[src/rtl/operand_entry.sv]
// operand_entry: captures two operands from a switch bank, one per state,
// and offers the completed pair to a consumer with a valid/ready handshake.
//
// Ports:
//   clk, reset            rising-edge clock, asynchronous active-high reset
//   switch_in[N-1:0]      raw switch value
//   load_btn, next_btn    button levels; each rising edge is one event
//   append_mode           0 = direct load, 1 = shift-append
//   clear                 synchronous clear (priority over all events)
//   out_ready             consumer accepts the pair while out_valid=1
//   operand_a/operand_b   operand registers (W bits)
//   out_valid             pair complete and offered (VALID state only)
//   state_o               00 ENTER_A, 01 ENTER_B, 10 VALID
//   overflow              sticky flag: an append shifted out nonzero bits
module operand_entry #(
  parameter int unsigned N      = 4,
  parameter int unsigned W      = 6,
  parameter int unsigned SIGNED = 0
) (
  input  logic         clk,
  input  logic         reset,
  input  logic [N-1:0] switch_in,
  input  logic         load_btn,
  input  logic         next_btn,
  input  logic         append_mode,
  input  logic         clear,
  input  logic         out_ready,
  output logic [W-1:0] operand_a,
  output logic [W-1:0] operand_b,
  output logic         out_valid,
  output logic [1:0]   state_o,
  output logic         overflow
);

  localparam logic [1:0] ENTER_A = 2'b00;
  localparam logic [1:0] ENTER_B = 2'b01;
  localparam logic [1:0] VALID   = 2'b10;

  // Operand width must hold at least one full switch value.
  if (W < N) begin : g_width_check
    $error("operand_entry: W must be >= N");
  end

  logic           load_prev;
  logic           next_prev;
  logic           load_ev;
  logic           next_ev;
  logic [W-1:0]   target;
  logic [W+N-1:0] appended;
  logic [W-1:0]   ext_val;
  logic [W-1:0]   new_val;
  logic           spill;
  logic [1:0]     state_n;
  logic [W-1:0]   operand_a_n;
  logic [W-1:0]   operand_b_n;
  logic           overflow_n;

  // Rising-edge events; prev regs reset high so a held button yields nothing.
  assign load_ev = load_btn & ~load_prev;
  assign next_ev = next_btn & ~next_prev;

  // Value a load event would write into the operand of the current state.
  // The concatenation performs the shift: its low W bits are the appended
  // value and its top N bits are exactly the bits pushed out of the target.
  always_comb begin
    target   = (state_o == ENTER_B) ? operand_b : operand_a;
    appended = {target, switch_in};
    if (SIGNED != 0) begin
      ext_val = W'($signed(switch_in));
    end else begin
      ext_val = W'(switch_in);
    end
    if (append_mode) begin
      new_val = appended[W-1:0];
      spill   = |appended[W+N-1:W];
    end else begin
      new_val = ext_val;
      spill   = 1'b0;
    end
  end

  // Next-state and next-register logic.
  always_comb begin
    state_n     = state_o;
    operand_a_n = operand_a;
    operand_b_n = operand_b;
    overflow_n  = overflow;
    if (clear) begin
      state_n     = ENTER_A;
      operand_a_n = '0;
      operand_b_n = '0;
      overflow_n  = 1'b0;
    end else begin
      case (state_o)
        ENTER_A: begin
          if (load_ev) begin
            operand_a_n = new_val;
            overflow_n  = overflow | spill;
          end
          if (next_ev) state_n = ENTER_B;
        end
        ENTER_B: begin
          if (load_ev) begin
            operand_b_n = new_val;
            overflow_n  = overflow | spill;
          end
          if (next_ev) state_n = VALID;
        end
        VALID: begin
          if (out_ready) begin
            state_n    = ENTER_A;
            overflow_n = 1'b0;
          end
        end
        default: state_n = ENTER_A;
      endcase
    end
  end

  // State, operand and flag registers; edge trackers run even during clear.
  always_ff @(posedge clk or posedge reset) begin
    if (reset) begin
      state_o   <= ENTER_A;
      operand_a <= '0;
      operand_b <= '0;
      overflow  <= 1'b0;
      out_valid <= 1'b0;
      load_prev <= 1'b1;
      next_prev <= 1'b1;
    end else begin
      state_o   <= state_n;
      operand_a <= operand_a_n;
      operand_b <= operand_b_n;
      overflow  <= overflow_n;
      out_valid <= (state_n == VALID);
      load_prev <= load_btn;
      next_prev <= next_btn;
    end
  end

endmodule

[config.mk]
export PLATFORM = sky130hd
export DESIGN_NAME = operand_entry
export DESIGN_NICKNAME = d
export VERILOG_FILES = /design/src/rtl/operand_entry.sv
export SDC_FILE = /design/constraint.sdc
export NUM_CORES = 1
export LEC_CHECK = 0
export ABC_AREA = 1
export CAP_MARGIN = 20
export CELL_PAD_IN_SITES_DETAIL_PLACEMENT = 1
export CELL_PAD_IN_SITES_GLOBAL_PLACEMENT = 1
export CORE_AREA = 2 2 54 56
export CTS_BUF_LIST = sky130_fd_sc_hd__clkbuf_8
export DETAILED_ROUTE_END_ITERATION = 16
export DIE_AREA = 0 0 56 58
export PLACE_DENSITY_LB_ADDON = 0.3
export SYNTH_ARGS = -nofsm -noshare
export SYNTH_HDL_FRONTEND = slang
export SYNTH_SLANG_ARGS = --single-unit
[constraint.sdc]
create_clock -name clk -period 1.5 [get_ports clk]
set_input_delay 0.15 -clock clk [delete_from_list [all_inputs] [get_ports clk]]
set_output_delay 0.15 -clock clk [all_outputs]
set_load 0.005 [all_outputs]
Word level (Yosys, flattened, before mapping)

Index checks and enable logic that the tools add are counted.

Output and inout port bits: 16
Flip-flop bits (word level): 18
Input bits: 11

Bitwise logic cells: 5
Mux-type cells: 17
Eq/ne operators: 5
Reductions and logical operators: 10

Operators with widths:

| operator           | number |
|---|---|
| $mux 6             | 7 |
| $mux 2             | 4 |
| $pmux 2 s3         | 1 |
| $reduce_bool 2->1  | 3 |
| $eq 2x2->1 const B | 2 |
| $mux 1             | 4 |
| $reduce_and 2->1   | 2 |
| $reduce_or 4->1    | 1 |
| $ne 3x1->1 const B | 1 |
| $ne 3x3->1 const B | 1 |
| $reduce_and 3->1   | 1 |
| $reduce_bool 3->1  | 1 |
| $and 1x1->1        | 2 |
| $eq 2x1->1 const B | 1 |
| $logic_not 2->1    | 1 |
| $not 1->1          | 2 |
| $pmux 1 s2         | 1 |
| $reduce_or 2->1    | 1 |
| $or 1x1->1         | 1 |

Longest topological paths before layout

Gate-level depths: netlist (run 1).

Word-level depth: 8
Mapped depth: 7

Worst setup path before layout (run 1)

Ideal clock, no wire load.

Kind: register -> register
Start point: register state_o[0]
End point: register operand_a[4]
Arrival: 0.956 ns
Library setup time: 0.123 ns
Stages on the path, launching flop included: 7
Period minus slack after synthesis: 1.078 ns
Buffers on the path: 0
Slack: 0.422 ns
Path through: dfrtp_1 > inv_1 > nand2_1 > o21ai_4 > inv_2 > nand2_1 > o21ai_1

Word-level cells in the longest chain between the ends: 6
Elaborated cells on any way between the ends: 9

Ends and longest elaborated chain:

| element                  | RTL line | RTL |
|---|---|---|
| start: declaration       | 31       | `output logic [1:0] state_o,` |
| start signal: assignment | 131      | `state_o <= state_n;` |
| $eq 2x1->1               | 66       | `target = (state_o == ENTER_B) ? operand_b : operand_a;` |
| $mux 6                   | 66       |  |
| $mux 6                   | 73       | `if (append_mode) begin` |
| $mux 6                   | 96       | `if (load_ev) begin` |
| $mux 6                   | 94       | `case (state_o)` |
| $mux 6                   | 88       | `if (clear) begin` |
| end signal: assignment   | 132      | `operand_a <= operand_a_n;` |
| end: declaration         | 28       | `output logic [W-1:0] operand_a,` |

Several ways; a longest one is shown, not always the timed one. The select of a mux whose other input is x is not followed.
A chain may end at the register's enable or synchronous reset.

Worst setup path after layout (run 1)

Start point: register state_o[0]
End point: output port state_o[0]

No word-level cell between the ends.

==> results.md, run 1 <==
- Post-synthesis sequential area ratio: 53.4%
- # hold bufs at CTS: 0
- Clock latency on the worst-skew pair: 0.25 ns
- TritonCTS clock tree: built
- Yosys warns: 0
- Tightest Hold Check Type: input port to asynchronous set/reset pin
- Post-Syn Nets: between 100 and 150
- Power Density: between 900 and 1000 nW/µm²
- RSZ-0062 raised after global routing: no
- Die Wd: 56 µm
- Starting density of the core: 31.9%
- VDD IR max: 438 µV
- Final setup violating endpoints: 0
- Synthesized area per cell: 8.00 µm²
- Fill count: 333
- Max-Slew Margin vs Limit: between 80% and 90%
- Pre-CTS setup slack: 0.0321 ns
- Finished Core Util: 44.9%
- Max Clock Freq: 738 MHz
- WL final: 2100 µm
- Register area: roughly 450 µm²
- Final Cycle Share: between 90 and 100%
- Status: complete, no violations
- Io pins: 27
- Ant diodes: 0
- Clock Path Buffers: 2
- Multi-input gate area: roughly 310 µm²
- Synth cell types: 15
- Critical setup path kind: flip-flop to output pin
- 1st-pass router iterations: 2
- Area delta synth->final: 40.9%
- RD Place Congestion: 0.744
- Port-buffer cells: 26
- Share of layout cells above drive strength 1: between 10 and 15%
- FP Rows: 19
- Drt drc: 0
- Total gr overflow: 0
- WP buf/inv: 1
- Via count: 772
- Layout Skew: 0.00366 ns
- Die ar.: 3250 µm²
- Final min period: 1.36 ns
- CTS Buf Count: 3
- Worst Tran Pin Value: 0.257 ns
- #FFs+latches synth: 18
- Sum of negative setup slack: 0 ns
- Largest net degree at the start of global routing: 19
- R2R Setup Slk: 0.26 ns
- Via density: 4.60
- Worst-path fanout max: 7
- Number of max-cap violations: 0
- Clk sinks: 18
- Clk root buf: clkbuf_8
- DP HPWL: 1680 µm
- Initial antenna violation count: 0
- CP peak stage delay: 0.52 ns
- # nets final: between 100 and 150
- Post-CTS Setup Bufs: 0
- Number of gates resized after CTS: 0
- Starting DRT DRC Count: 12
- Worst hold margin: 0.211 ns
- Final WS setup: ~0.14 ns
- Cells on worst reg2reg path: 6
- Die height: 58 µm
- Core area: 2660 µm²
- Post-Syn Area: around 850 µm²
- WL/cell: 12.5 µm
- CP Depth: 1
- Kind of end point of the critical path: output pin
- Hold Vio Cnt, Final: 0
- Worst Path Required: 1.35 ns
- Delay-heaviest family, CP: buffers and inverters
- Crit-path cells: clkdlybuf4s50_1
- Vias in the first global route: 847
- Gr usage total: between 10 and 15%
- Pins Over Slew Limit: 0
- Post-Synthesis Cells: 106
- Cell leakage power: 0.000593 µW
- First-pass GRT wire length: 3710 µm
- Critical Path Source Type: flip-flop
- Worst-path clk slew: 0.07 ns
- H-tree levels: 1
- CP arrival: 1.21 ns
- ANT nets after route: 0
- Crit-path slowest cell: clkdlybuf4s50_1
==> power breakdown <==
group / switching [µW] / internal [µW]
combinational: 98.1 / 108
clock: 163 / 182
sequential: 26.7 / 520
==> cells in the final DEF (no fill, tap or decap) <==
cell type,instances
nand2_2,2
o21ai_4,2
inv_1,17
nand2_1,34
inv_4,1
o21ai_2,1
o21ai_0,4
dfrtp_2,1
buf_4,2
nand3_1,6
dfstp_2,2
o21ai_1,1
clkbuf_8,3
a21oi_1,3
dfrtp_1,15
clkdlybuf4s50_1,26
inv_2,1
nor2_1,16
==> worst reg2reg max path: cells and delay by family (launching register included) <==
kind / cells / cell delay (ns)
flip-flops: 1 / 0.40
AO/OA/AOI/OAI: 2 / 0.31
buffers and inverters: 2 / 0.24
AND/OR/NAND/NOR: 2 / 0.18
==> metrics by stage <==
step / std cells / power (µW) / area (µm²)
floorplan: 106 / 647 / 848
global placement: 164 / 760 / 1150
detailed placement: 164 / 766 / 1150
CTS: 168 / 1120 / 1190
global route: 168 / 1160 / 1190
finish: 168 / 1100 / 1190
==> state kept, by name, summed over array words and instances (netlist names) <==
register   flops
overflow       1
next_prev      1
operand_b      6
state_o        2
load_prev      1
out_valid      1
operand_a      6
==> area by class of cell <==
| class | count | share of cell area, % |
|---|---|---|
| Clock buffer | 3 | 3.46 |
| Clock inverter | 1 | 0.314 |
| Inverter | 18 | 5.86 |
| Multi-Input combinational cell | 69 | 26.1 |
| Sequential cell | 18 | 38.0 |
| Tap cell | 31 | 3.25 |
| Timing Repair Buffer | 28 | 23.0 |
==> cells by family after synthesis <==
kind of cell / count (synthesis) / synth area share, %
and+or+nand+nor: 58 / 27.1
buffers and inverters: 19 / 9.88
DFF: 18 / 53.4
AOI/OAI and AO/OA: 11 / 9.59
==> synth_stat cells, drive strengths merged <==
cell	number	area, µm²
dfstp	2	52.6
o21ai	8	66.3
clkbuf	1	13.8
nand2	36	140
nor2	16	60.1
a21oi	3	15.0
nand3	6	30.0
inv	18	70.1
dfrtp	16	400
==> final timing paths <==
kind / from / endpoint
setup / recovery: state_o[0] / state_o[0]
hold / removal: reset / overflow
setup reg to reg: state_o[1] / operand_a[4]
max in group asynchronous: reset / load_prev
min in group clk: next_btn / next_prev
hold reg to reg: operand_a[2] / operand_a[2]
==> layer usage <==
| layer | wire (µm) | global-route usage, % |
|---|---|---|
| met1 | 887 | 17.8 |
| met4 | 32 | 7.14 |
| met3 | 80 | 2.23 |
| met5 | 0 | 0 |
| met2 | 1100 | 26.2 |
Note: power is estimated with default switching activity, not from simulation.
==> run 2, diff against run 1 <==
--- a/config.mk
+++ b/config.mk
@@ -6,6 +6,7 @@
 export NUM_CORES = 1
 export LEC_CHECK = 0
 export ABC_AREA = 1
+export ABC_CLOCK_PERIOD_IN_PS = 1500
 export CAP_MARGIN = 20
 export CELL_PAD_IN_SITES_DETAIL_PLACEMENT = 1
 export CELL_PAD_IN_SITES_GLOBAL_PLACEMENT = 1
==> constraint.sdc (replaced) <==
create_clock -name clk -period 1.5 [get_ports clk]
set_input_delay 0.15 -clock clk [delete_from_list [all_inputs] [get_ports clk]]
set_output_delay 0.15 -clock clk [all_outputs]
set_load 0.1 [all_outputs]
==> run 2 against run 1 <==
Worst setup slack improved by 0.091 ns; register-to-register slack got worse by 0.02 ns; sequential cell count unchanged; final cell count unchanged; global-route usage increased by 0.45 points; maximum frequency increased by 7.2%; die area unchanged; worst hold slack got worse by 0.020 ns; combinational power increased by 140%; first-iteration DRC count increased by 8.3%; cell area increased by 14%.
==> results.md, run 2 (synthesized netlist as in run 1, its figures left out) <==
- Die Wd: 56 µm (unchanged)
- Number of gates resized after CTS: 0 (unchanged)
- Final setup violating endpoints: 0 (unchanged)
- Commonest non-fill, non-tap cell in the layout: nand2_1 (unchanged)
- Worst Path Required: 1.64 ns (was 1.35 ns)
- Delay-heaviest family, CP: flip-flops (was buffers and inverters)
- Sum of negative setup slack: 0 ns (unchanged)
- Die height: 58 µm (unchanged)
- R2R Setup Slk: 0.24 ns (was 0.26 ns)
- Starting DRT DRC Count: 13 (was 12)
- Worst-path fanout max: 7 (unchanged)
- RSZ-0062 raised after global routing: no (unchanged)
- Port-buffer cells: 26 (unchanged)
- ANT nets after route: 0 (unchanged)
- Power Density: 1030 nW/µm² (was 919 nW/µm²)
- Reg2reg start: state_o[1] (unchanged)
- Kind of end point of the critical path: flip-flop (was output pin)
- H-tree levels: 1 (unchanged)
- CP peak stage delay: 0.43 ns (was 0.52 ns)
- FF-to-FF End: operand_b[1] (was operand_a[4])
- CP arrival: 1.40 ns (was 1.21 ns)
- Clk root buf: clkbuf_8 (unchanged)
- Placed Instances: 164 (unchanged)
- Starting density of the core: 31.9% (unchanged)
- Number of max-cap violations: 0 (unchanged)
- # hold bufs at CTS: 0 (unchanged)
- Io pins: 27 (unchanged)
- Core area: 2660 µm² (unchanged)
- FP Rows: 19 (unchanged)
- CTS Buf Count: 3 (unchanged)
- WL final: 2130 µm (was 2100 µm)
- WL/cell: 12.7 µm (was 12.5 µm)
- Max Clock Freq: 791 MHz (was 738 MHz)
- Final Cycle Share: 84.3% (was 90.3%)
- Status: complete, no violations (unchanged)
- Initial antenna violation count: 0 (unchanged)
- Gr usage total: 15.3% (was 14.9%)
- WP buf/inv: 2 (was 1)
- # nets final: 149 (unchanged)
- Clock latency on the worst-skew pair: 0.25 ns (about the same)
- Crit-path cells: inv_1, nand2_2, o21ai_4, inv_4, nand2_1, nand2_1 (was clkdlybuf4s50_1)
- RD Place Congestion: 0.748 (was 0.744)
- Cells on worst reg2reg path: 6 (unchanged)
- Top flop regs: operand_a x6, operand_b x6, state_o x2 (unchanged)
- Layout Skew: 0.00286 ns (was 0.00366 ns)
- Ant diodes: 0 (unchanged)
- Vias in the first global route: 821 (was 847)
- Via count: 768 (was 772)
- Pins Over Slew Limit: 0 (unchanged)
- VDD IR max: 585 µV (was 438 µV)
- Max-Slew Margin vs Limit: 70.8% (was 82.8%)
- Die ar.: 3250 µm² (unchanged)
- Hold Vio Cnt, Final: 0 (unchanged)
- Critical Path Source Type: flip-flop (unchanged)
- Clk sinks: 18 (unchanged)
- Most frequent cells in the layout: nand2_1 (34), inv_1 (17), nor2_1 (16), buf_12 (16), dfrtp_1 (14) (was nand2_1 (34), clkdlybuf4s50_1 (26), inv_1 (17))
- Drt drc: 0 (unchanged)
- Largest net degree at the start of global routing: 12 (was 19)
- Worst Tran Pin Value: 0.438 ns (was 0.257 ns)
- Cell leakage power: 0.000671 µW (was 0.000593 µW)
- Crit-path slowest cell: dfrtp_2 (was clkdlybuf4s50_1)
- Worst-path clk slew: 0.07 ns (about the same)
- Clock Path Buffers: 2 (unchanged)
- DP HPWL: 1720 µm (was 1680 µm)
- Critical Path Most Common Cell: nand2_1
- Critical setup path kind: flip-flop to flip-flop (was flip-flop to output pin)
- 1st-pass router iterations: 4 (was 2)
- Post-CTS Setup Bufs: 0 (unchanged)
- Via density: 4.57 (was 4.60)
- Area delta synth->final: 59.9% (was 40.9%)
- Final std cells w/o fill: 168 (unchanged)
- Tightest Hold Check Type: input port to asynchronous set/reset pin (unchanged)
- Total gr overflow: 0 (unchanged)
- TritonCTS clock tree: built (unchanged)
- Final min period: 1.26 ns (was 1.36 ns)
- First-pass GRT wire length: 3780 µm (was 3710 µm)
- Share of layout cells above drive strength 1: 23.4% (was 10.9%)
run 2: worst register-to-register path, delay by kind of cell (launching register included):
family	cells	cell delay [ns]
AND/OR/NAND/NOR	3	0.26
buffers and inverters	2	0.22
AO/OA/AOI/OAI	1	0.25
flip-flops	1	0.43
run 2: power by group:
| group | switching (µW) | total [µW] | internal (µW) | leakage, µW |
|---|---|---|---|---|
| logic | 321 | 493 | 173 | 0.000413 |
| clock network | 156 | 337 | 182 | 0.0000269 |
| registers | 45.0 | 565 | 520 | 0.000231 |
run 2: worst max path at each step:
stage              endpoint         start  depth (start not counted)  slack, ns
2_1_floorplan  operand_b[5]  operand_b[1]                          4       0.08
3_3_place_gp   operand_a[4]      load_btn                          6       0.08
3_5_place_dp   operand_a[4]      load_btn                          6       0.05
4_1_cts        operand_a[4]    state_o[1]                          6       0.22
5_1_grt        operand_a[2]    state_o[1]                          6       0.12
6_report       operand_b[1]    state_o[1]                          6       0.24
run 2: metrics by stage:
stage                     setup WS (ns)  area [µm²]  hold WS, ns  utilization [%]  power (µW)
after floorplan                  0.0823         851       0.0870                -         865
after global placement           0.0767        1310        0.486             49.2        1060
after detailed placement         0.0463        1310        0.481             49.2        1070
after CTS                         0.223        1360        0.207             50.9        1420
after global routing              0.115        1360        0.226             50.9        1470
final                             0.235        1360        0.192             50.9        1400
run 2: cell type report:
| type | count | area (µm²) |
|---|---|---|
| Sequential cell | 18 | 455 |
| Fill cell | 323 | 1310 |
| Tap cell | 31 | 38.8 |
| Multi-Input combinational cell | 69 | 312 |
| Timing Repair Buffer | 28 | 435 |
| Clock buffer | 3 | 41.3 |
| Inverter | 18 | 70.1 |
| Clock inverter | 1 | 3.75 |
run 2: metal layers:
| metal | track usage [%] | up-vias | part of all wire, % | routed length, µm |
|---|---|---|---|---|
| li1 | - | 382 | - | - |
| met1 | 19.3 | 360 | 43 | 908 |
| met2 | 25.2 | 21 | 51 | 1080 |
| met3 | 3.79 | 5 | 4.9 | 104 |
| met4 | 6.46 | 0 | 1.6 | 35 |
| met5 | 0 | - | 0 | 0 |
